==> src/rtl/clock_ctrl_pkg.sv <==
// ============================================================================
// Module : clock_ctrl_pkg
// Brief  : Shared mode encoding, counter limits and enable-vector indices.
// Rev    : 1.0  initial release
// ============================================================================
`default_nettype none

package clock_ctrl_pkg;

  typedef enum logic [2:0] {
    RUN     = 3'd0,
    SET_MIN = 3'd1,
    SET_HR  = 3'd2,
    ALM_MIN = 3'd3,
    ALM_HR  = 3'd4
  } mode_t;

  localparam logic [3:0] UNITS_MAX = 4'd9;
  localparam logic [2:0] TENS_MAX  = 3'd5;

  localparam int EN_SEC_U   = 0;
  localparam int EN_SEC_T   = 1;
  localparam int EN_MIN_U   = 2;
  localparam int EN_MIN_T   = 3;
  localparam int EN_HR      = 4;
  localparam int ALM_EN_MIN = 0;
  localparam int ALM_EN_HR  = 1;

  function automatic mode_t next_mode(input mode_t m);
    case (m)
      RUN:     next_mode = SET_MIN;
      SET_MIN: next_mode = SET_HR;
      SET_HR:  next_mode = ALM_MIN;
      ALM_MIN: next_mode = ALM_HR;
      default: next_mode = RUN;
    endcase
  endfunction

endpackage

`default_nettype wire

==> src/rtl/carry_decode.sv <==
// ============================================================================
// Module : carry_decode
// Brief  : Terminal-count decode of the sec/min counter cascade.
// Rev    : 1.0  initial release
// ============================================================================
`default_nettype none

module carry_decode
  import clock_ctrl_pkg::*;
(
  input  logic [3:0] sec_u,
  input  logic [2:0] sec_t,
  input  logic [3:0] min_u,
  input  logic [2:0] min_t,
  input  logic       count_up,
  output logic [4:0] run_en,
  output logic       min_t_step
);

  // run_en is the running-clock cascade, qualified by tick in the caller
  always_comb begin
    run_en           = '0;
    run_en[EN_SEC_U] = 1'b1;
    run_en[EN_SEC_T] = (sec_u == UNITS_MAX);
    run_en[EN_MIN_U] = run_en[EN_SEC_T] && (sec_t == TENS_MAX);
    run_en[EN_MIN_T] = run_en[EN_MIN_U] && (min_u == UNITS_MAX);
    run_en[EN_HR]    = run_en[EN_MIN_T] && (min_t == TENS_MAX);
  end

  assign min_t_step = count_up ? (min_u == UNITS_MAX) : (min_u == 4'd0);

endmodule

`default_nettype wire

==> src/rtl/clock_mode_ctrl.sv <==
// ============================================================================
// Module : clock_mode_ctrl
// Brief  : Mode FSM and enable/direction sequencer for the alarm-clock counters.
//          Optional macro AUTO_EXIT_EN adds an idle timeout back to RUN.
// Rev    : 1.0  initial release
// ============================================================================
`default_nettype none

module clock_mode_ctrl
  import clock_ctrl_pkg::*;
#(
  parameter int HR_MOD = 24
`ifdef AUTO_EXIT_EN
  , parameter int IDLE_S = 10
`endif
) (
  input  logic       clk,
  input  logic       rst,
  input  logic       tick_1hz,
  input  logic       btn_mode,
  input  logic       btn_up,
  input  logic       btn_down,
  input  logic [3:0] sec_u,
  input  logic [2:0] sec_t,
  input  logic [3:0] min_u,
  input  logic [2:0] min_t,
  input  logic [4:0] hr,
  input  logic [5:0] alm_min,
  input  logic [4:0] alm_hr,
  output logic [4:0] cnt_en,
  output logic [1:0] alm_en,
  output logic       up_dn,
  output logic [2:0] mode,
  output logic       alarm_hit
);

  mode_t      mode_q;
  logic       alarm_hit_q;
  logic       alarm_hit_d;
  logic       up_ok;
  logic       dn_ok;
  logic [4:0] run_en;
  logic       min_t_step;
  logic [5:0] min_bin;
  logic [5:0] next_min;
  logic [4:0] next_hr;
  logic       min_wrap;

  assign up_ok = btn_up & ~btn_down & ~btn_mode;
  assign dn_ok = btn_down & ~btn_up & ~btn_mode;

  carry_decode u_carry (
    .sec_u      (sec_u),
    .sec_t      (sec_t),
    .min_u      (min_u),
    .min_t      (min_t),
    .count_up   (~dn_ok),
    .run_en     (run_en),
    .min_t_step (min_t_step)
  );

  always_comb begin
    cnt_en = '0;
    alm_en = '0;
    up_dn  = 1'b1;
    if (!rst) begin
      case (mode_q)
        RUN: if (tick_1hz) cnt_en = run_en;
        SET_MIN: if (up_ok || dn_ok) begin
          cnt_en[EN_MIN_U] = 1'b1;
          cnt_en[EN_MIN_T] = min_t_step;
          up_dn            = up_ok;
        end
        SET_HR: if (up_ok || dn_ok) begin
          cnt_en[EN_HR] = 1'b1;
          up_dn         = up_ok;
        end
        ALM_MIN, ALM_HR: begin
          if (tick_1hz) cnt_en = run_en;
          // up_dn is shared: a down press colliding with a tick would reverse the time chain
          if (up_ok || (dn_ok && !tick_1hz)) begin
            if (mode_q == ALM_MIN) alm_en[ALM_EN_MIN] = 1'b1;
            else                   alm_en[ALM_EN_HR]  = 1'b1;
            up_dn = up_ok;
          end
        end
        default: ;
      endcase
    end
  end

  assign min_bin  = 6'(min_t) * 6'd10 + 6'(min_u);
  assign min_wrap = (min_bin == 6'd59);
  assign next_min = min_wrap ? 6'd0 : min_bin + 6'd1;
  assign next_hr  = !min_wrap ? hr : ((hr == 5'(HR_MOD - 1)) ? 5'd0 : hr + 5'd1);

  assign alarm_hit_d = (mode_q == RUN) && tick_1hz && run_en[EN_MIN_U] &&
                       (next_min == alm_min) && (next_hr == alm_hr);

`ifdef AUTO_EXIT_EN
  localparam int IDLE_W = $clog2(IDLE_S + 1);
  logic [IDLE_W-1:0] idle_q;
`endif

  always_ff @(posedge clk) begin
    if (rst) begin
      mode_q      <= RUN;
      alarm_hit_q <= 1'b0;
`ifdef AUTO_EXIT_EN
      idle_q      <= '0;
`endif
    end else begin
      alarm_hit_q <= alarm_hit_d;
      if (btn_mode) mode_q <= next_mode(mode_q);
`ifdef AUTO_EXIT_EN
      if (mode_q == RUN || btn_mode || btn_up || btn_down) begin
        idle_q <= '0;
      end else if (tick_1hz) begin
        if (idle_q == IDLE_W'(IDLE_S - 1)) begin
          mode_q <= RUN;
          idle_q <= '0;
        end else begin
          idle_q <= idle_q + IDLE_W'(1);
        end
      end
`endif
    end
  end

  assign mode      = mode_q;
  assign alarm_hit = alarm_hit_q;

endmodule

`default_nettype wire

==> config.mk <==
export PLATFORM = sky130hd
export DESIGN_NAME = clock_mode_ctrl
export DESIGN_NICKNAME = d
export VERILOG_FILES = /design/src/rtl/clock_ctrl_pkg.sv /design/src/rtl/carry_decode.sv /design/src/rtl/clock_mode_ctrl.sv
export SDC_FILE = /design/constraint.sdc
export NUM_CORES = 1
export LEC_CHECK = 0
export ABC_AREA = 0
export BUFFER_PORTS_ARGS = -buffer_cell sky130_fd_sc_hd__buf_4
export CAP_MARGIN = 5
export CORE_AREA = 2 2 41 71
export CTS_CLUSTER_SIZE = 40
export DETAILED_ROUTE_END_ITERATION = 12
export DIE_AREA = 0 0 43 73
export PLACE_DENSITY = 0.74
export SLEW_MARGIN = 20
export SYNTH_ARGS = -nofsm -noshare
export SYNTH_HDL_FRONTEND = slang
export SYNTH_SLANG_ARGS = --single-unit
==> constraint.sdc <==
create_clock -name clk -period 2.1 [get_ports clk]
set_input_delay 0.105 -clock clk [delete_from_list [all_inputs] [get_ports clk]]
set_output_delay 0.105 -clock clk [all_outputs]
set_load 0.005 [all_outputs]
Word-level counts from Yosys, hierarchy flattened
Cells that the tools add are included.

Bits in registers: 4. Latch bits: 0. RAM bits: 0. Memory bits (read-only): 0. Input bits: 36. Output and inout port bits: 12. Memories kept: 0.

Add/subtract/negate cells: 3. $mul: 1. Div/mod/pow operators: 0. $lt $le $gt $ge: 0. Equal/unequal tests: 12. Shift-type cells: 0. Mux-type cells: 21. Bitwise gates (word level): 7. Reductions and logical operators: 16.

Operators by type and width (count): 5-bit two-way mux (4); 3-bit one-hot mux with 4 select lines (1); 2-bit two-way mux (5); 3-bit == test, second input constant (3); 4-bit == test, second input constant (2); 1-bit logical AND (8); 1-bit two-way mux (7); 6-bit by 1-bit adder with 6-bit output, second input constant (1); 6-bit by 4-bit adder with 6-bit output (1); 3-bit by 2-bit == test with 1-bit output, second input constant (2); 6-bit == test (1); 6-bit == test, second input constant (1); 6-bit two-way mux (1); 5-bit by 1-bit adder with 5-bit output, second input constant (1); 5-bit == test (1); 5-bit == test, second input constant (1); 3-bit by 3-bit multiplier with 5-bit output, second input constant (1); 1-bit bitwise AND (4); 4-bit zero test (1); 1-bit one-hot mux with 2 select lines (2); 2-bit one-hot mux with 2 select lines (1); 2-bit OR reduction (2); 3-bit by 1-bit == test with 1-bit output, second input constant (1); 3-bit zero test (1); other kinds (4) (7).

Longest topological paths before layout
Word-level depth: 8. Mapped depth: 11. Gate-level depth less buffers: 11.

By module
A second synthesis with hierarchy kept.

Cells, all modules: 160. Area total of the unflattened synthesis: 1212.4 µm².

By module, submodules not included: clock_mode_ctrl (times used 1, cells an instance 147, area each 1098.6 µm², sequential area each 80.1 µm²); carry_decode (times used 1, cells an instance 13, area each 113.9 µm², sequential area each 0.0 µm²).

Least setup slack after synthesis
No wires, ideal clock.

Path type: input to register. Start: in min_u[1]. End: reg alarm_hit_q (netlist: alarm_hit). Library setup time: 0.088 ns. Arrival time: 2.157 ns. Setup slack: -0.144 ns. Stages on the path: 10. Path buffers: 0. Path through: ha_1 inv_1 fa_1 nand3b_1 xnor2_1 xor2_1 a2111oi_2 a31o_1 nand4_1 nor4_2.

Longest elaborated chain between the ends: 6. Elaborated cells between the ends (all ways): 9. Classes of those cells: add/sub (2); eq/ne (3); mux (2); reduce/logical (2).

Ends and longest elaborated chain: from (decl) (RTL line clock_mode_ctrl.sv:25) `input logic [3:0] min_u,`; 6-bit by 4-bit adder with 6-bit output * (RTL line clock_mode_ctrl.sv:92) `assign min_bin = 6'(min_t) * 6'd10 + 6'(min_u);`; 6-bit by 1-bit adder with 6-bit output / 6-bit == test (equally long branches) (RTL line clock_mode_ctrl.sv:94, clock_mode_ctrl.sv:93); 6-bit two-way mux (RTL line clock_mode_ctrl.sv:94) `assign next_min = min_wrap ? 6'd0 : min_bin + 6'd1;`; 6-bit == test (RTL line clock_mode_ctrl.sv:98) `(next_min == alm_min) && (next_hr == alm_hr);`; 1-bit logical AND (RTL line clock_mode_ctrl.sv:97) `assign alarm_hit_d = (mode_q == RUN) && tick_1hz && run_en[EN_MIN_U] &&`; 1-bit logical AND * (RTL line clock_mode_ctrl.sv:98); to (signal assigned) (RTL line clock_mode_ctrl.sv:113) `alarm_hit_q <= alarm_hit_d;`; to (decl) (RTL line clock_mode_ctrl.sv:38) `logic alarm_hit_q;`.

Every way passes the cells marked *; elsewhere a longest branch is shown, timed or not. A chain may end at the register's enable or synchronous reset.

Final worst setup path
Start: in min_t[2]. End: reg alarm_hit_q (netlist: alarm_hit).

Longest elaborated chain between the ends: 7. Elaborated cells between the ends (all ways): 10. Classes of those cells: add/sub (2); mul (1); eq/ne (3); mux (2); reduce/logical (2).

Ends and longest elaborated chain: from (decl) (RTL line clock_mode_ctrl.sv:26) `input logic [2:0] min_t,`; 3-bit by 3-bit multiplier with 5-bit output * (RTL line clock_mode_ctrl.sv:92); 6-bit by 4-bit adder with 6-bit output * (RTL line clock_mode_ctrl.sv:92); 6-bit by 1-bit adder with 6-bit output / 6-bit == test (equally long branches) (RTL line clock_mode_ctrl.sv:94, clock_mode_ctrl.sv:93); 6-bit two-way mux (RTL line clock_mode_ctrl.sv:94); 6-bit == test (RTL line clock_mode_ctrl.sv:98); 1-bit logical AND (RTL line clock_mode_ctrl.sv:97); 1-bit logical AND * (RTL line clock_mode_ctrl.sv:98).

Marked as above.

==> reports/qor.csv <==
metric;value;unit
groute.layer.met2.usage;44.95;%
cts.reportedPaths.clkPinSlew;0.03;ns
synth_area_per_cell;7.093;sq um
setup_viol;0;
postSynth.asyncResetShare;0;%
synth.distinct_cells;45;
synth-xor-area-share;13.11;%
port_buffers;47;
path_depth;12;
detail_route.first_pass.iterations;4;
diodes;0;
drv_slew;0;
cts_sinks;4;
drtAntennaViolNets;0;
dpl_cell_area;1548;sq um
fill_cells;242;
synth.most_common_cell;nand2_1;
crit_arrival;2.24;ns
worstReg2RegEnd;alarm_hit;
cts_tree;yes;
layout-drive-gt1-share;40.38;%
critPathCaptureType;flop;
antenna_found_initial;0;
use_met1;21.17;%
synth_top_area_share;8.343;%
synth_compound_area_share;21.22;%
cpMostUsedCell;ha_4;
num_vias;1310;
die_area;3139;sq um
yosys.area.top_type;ha_1;
synth_top_family_by_area;simple AND/OR/NAND/NOR gates;
critPathMaxFanout;5;
tightest_slew;0.4053;ns
grt_overflow;0;
rsz0062_at_grt;yes;
yosysWarnings;0;
start_kind;primary input;
cts_buffer_depth;2;
use_met3;1.980;%
row_count;25;
nets;254;
h-tree-depth;1;
clock_latency;0.22;ns
synth-simple-area-share;40.76;%
finalCriticalPeriod;2.096;ns
netlist_area;1050;sq um
track_usage;21.43;%
synth_mux_area_share;3.814;%
crit_slowest_cell;a2111oi_4;
syn_to_final_growth;58.05;%
required;2.24;ns
synth_edf_count;0;
first_global_vias;1287;
drt_iter0_drc;30;
irDropWorstVdd;0.2360;mV
ys_top_cells_by_count;18 x nand2_1, 15 x nor2_1, 9 x o21ai_0, 9 x xor2_1, 8 x a21oi_1;
path_buf_inv;2;
drc;0;
io_pins;48;
grt_max_degree;12;
path_cells;buf_8 -> ha_4 -> ha_4 -> or2_1 -> a21oi_2 -> nand3b_4 -> nor2_4 -> buf_4 -> a2111oi_4 -> a31o_1 -> nand4_1 -> nor4_2;
powerDensity;393.4;nW/um^2
numCtsBuffers;3;
reg2reg_from;mode[0];
syn_nets;192;
grt_pass1_wl;5354;microns
clockRootBuffer;clkbuf_8;
cp_slowest_stage_delay;0.32;ns
leakage;0.7271;nW
synth.area.top_cells;ha_1 8.3%, dfxtp_1 7.6%, xor2_1 7.5%, nand2_1 6.4%, nor2_1 5.4%;
hold_class;primary input to flop;
ys.flop_type;dfxtp_1;
r2r_setup_slack;0.79;ns
critPathTopFamily;simple AND/OR/NAND/NOR gates;
hold_violations;0;
holdCritStartpoint;rst;
finalInstanceArea;1659;sq um
max_slew_margin;72.91;%
critPathLaunch;min_t[2];
core_area;2628;sq um
synth-adder-area-share;10.25;%
ys_seq_elements;4;
viasPerCell;5.574;
drt-total-wl;3398;microns
wl_per_cell;14.46;microns
initial_utilization;39.95;%
status;finished clean;
gp_congestion;0.8373;
fin_crit_sh;99.82;%
top_usage_layer;met2;
crit_path_end;alarm_hit;
synth_seq_area_share;7.628;%
finalSetupTns;0;ns
cap_violations;0;
criticalPathCategory;primary input to flop;
reg2reg_depth;6;
clock_skew;0.002579;ns
die_h;73;microns
hpwl;2751;microns
fmax;0.4771;GHz
die_w;43;microns
syn_inst;148;
routing by layer:
layer,vias to the layer above,routed length (microns)
li1,657,-
met1,614,1197
met2,36,2055
met3,3,123
met4,0,21
met5,-,0
state kept, by name (all words and copies together) (netlist names):
name	cells
alarm_hit	1
mode	3
worst min-delay path by stage:
stage                      endpoint  slack, ns  cells past startpoint
after floorplan           alarm_hit       0.30                      3
after global placement      mode[2]       0.37                      2
after detailed placement    mode[0]       0.37                      2
after CTS                   mode[1]       0.15                      2
after global routing        mode[0]       0.17                      2
final                       mode[1]       0.15                      2
area by class of cell:
type,count,area (sq um),area share [%]
Sequential cell,4,80.08,4.827
Timing Repair Buffer,62,476.7,28.73
Inverter,4,15.01,0.9050
Multi-Input combinational cell,135,1012,61.01
Clock buffer,3,41.29,2.489
Tap cell,27,33.78,2.036
worst register-to-register path: stages, from the launching register on:
cell      delay, ns
dfxtp_1        0.30
buf_4          0.16
nor2_1         0.15
nand4b_1       0.12
nor3_1         0.17
nand4_1        0.13
nor4_2         0.20
per-stage QoR:
stage | std cells | utilization, % | power [mW] | setup slack (ns) | hold slack [ns]
after floorplan | 148 | - | 0.3160 | 0.01520 | 0.3005
final | 235 | 63.14 | 0.6527 | 0.003805 | 0.1492
after detailed placement | 231 | 58.90 | 0.4555 | -0.2400 | 0.3738
after global placement | 231 | 58.90 | 0.4420 | -0.1422 | 0.3665
after global routing | 235 | 63.14 | 0.6918 | -0.09261 | 0.1659
after CTS | 234 | 60.57 | 0.6274 | 0.01280 | 0.1450
cells in the final DEF (no fill, tap or decap), drive strengths merged, types with 2 or more instances in the layout:
| cell | count |
|---|---|
| xor2 | 9 |
| o21ai | 10 |
| a31oi | 3 |
| buf | 62 |
| xnor2 | 5 |
| ha | 7 |
| inv | 4 |
| clkbuf | 3 |
| or3 | 4 |
| nand3 | 4 |
| mux2i | 4 |
| nand2 | 18 |
| a2111oi | 2 |
| nand3b | 5 |
| nand2b | 4 |
| dfxtp | 4 |
| nor3 | 7 |
| a21oi | 9 |
| nor2 | 16 |
| o21a | 2 |
| nand4 | 4 |
| nor2b | 5 |
what timing repair did:
item / CTS / global route
endpoints found under the hold margin: 0 / 0
endpoints found under the setup margin: 2 / 2
resized for setup: 2 / 9
pin swaps: 2 / 11
setup buffers: 0 / 1
hold buffers: 0 / 0
power breakdown:
| part | switching, mW | total (mW) | internal, mW | leakage, nW |
|---|---|---|---|---|
| registers | 0.00438 | 0.0841 | 0.0797 | 0.0326 |
| clock network | 0.0448 | 0.167 | 0.123 | 0.0216 |
| logic | 0.197 | 0.401 | 0.204 | 0.673 |
logic make-up (layout without fill, tap and decap cells):
logic type               after synthesis  count (layout)
flip-flops                             4               4
adder cells (fa/ha/maj)                8               8
AND/OR/NAND/NOR                       75              75
buffers and inverters                  9              69
multiplexers                           4               4
AO/OA/AOI/OAI                         34              34
XOR/XNOR                              14              14
Power figures use the tool's default switching activity.
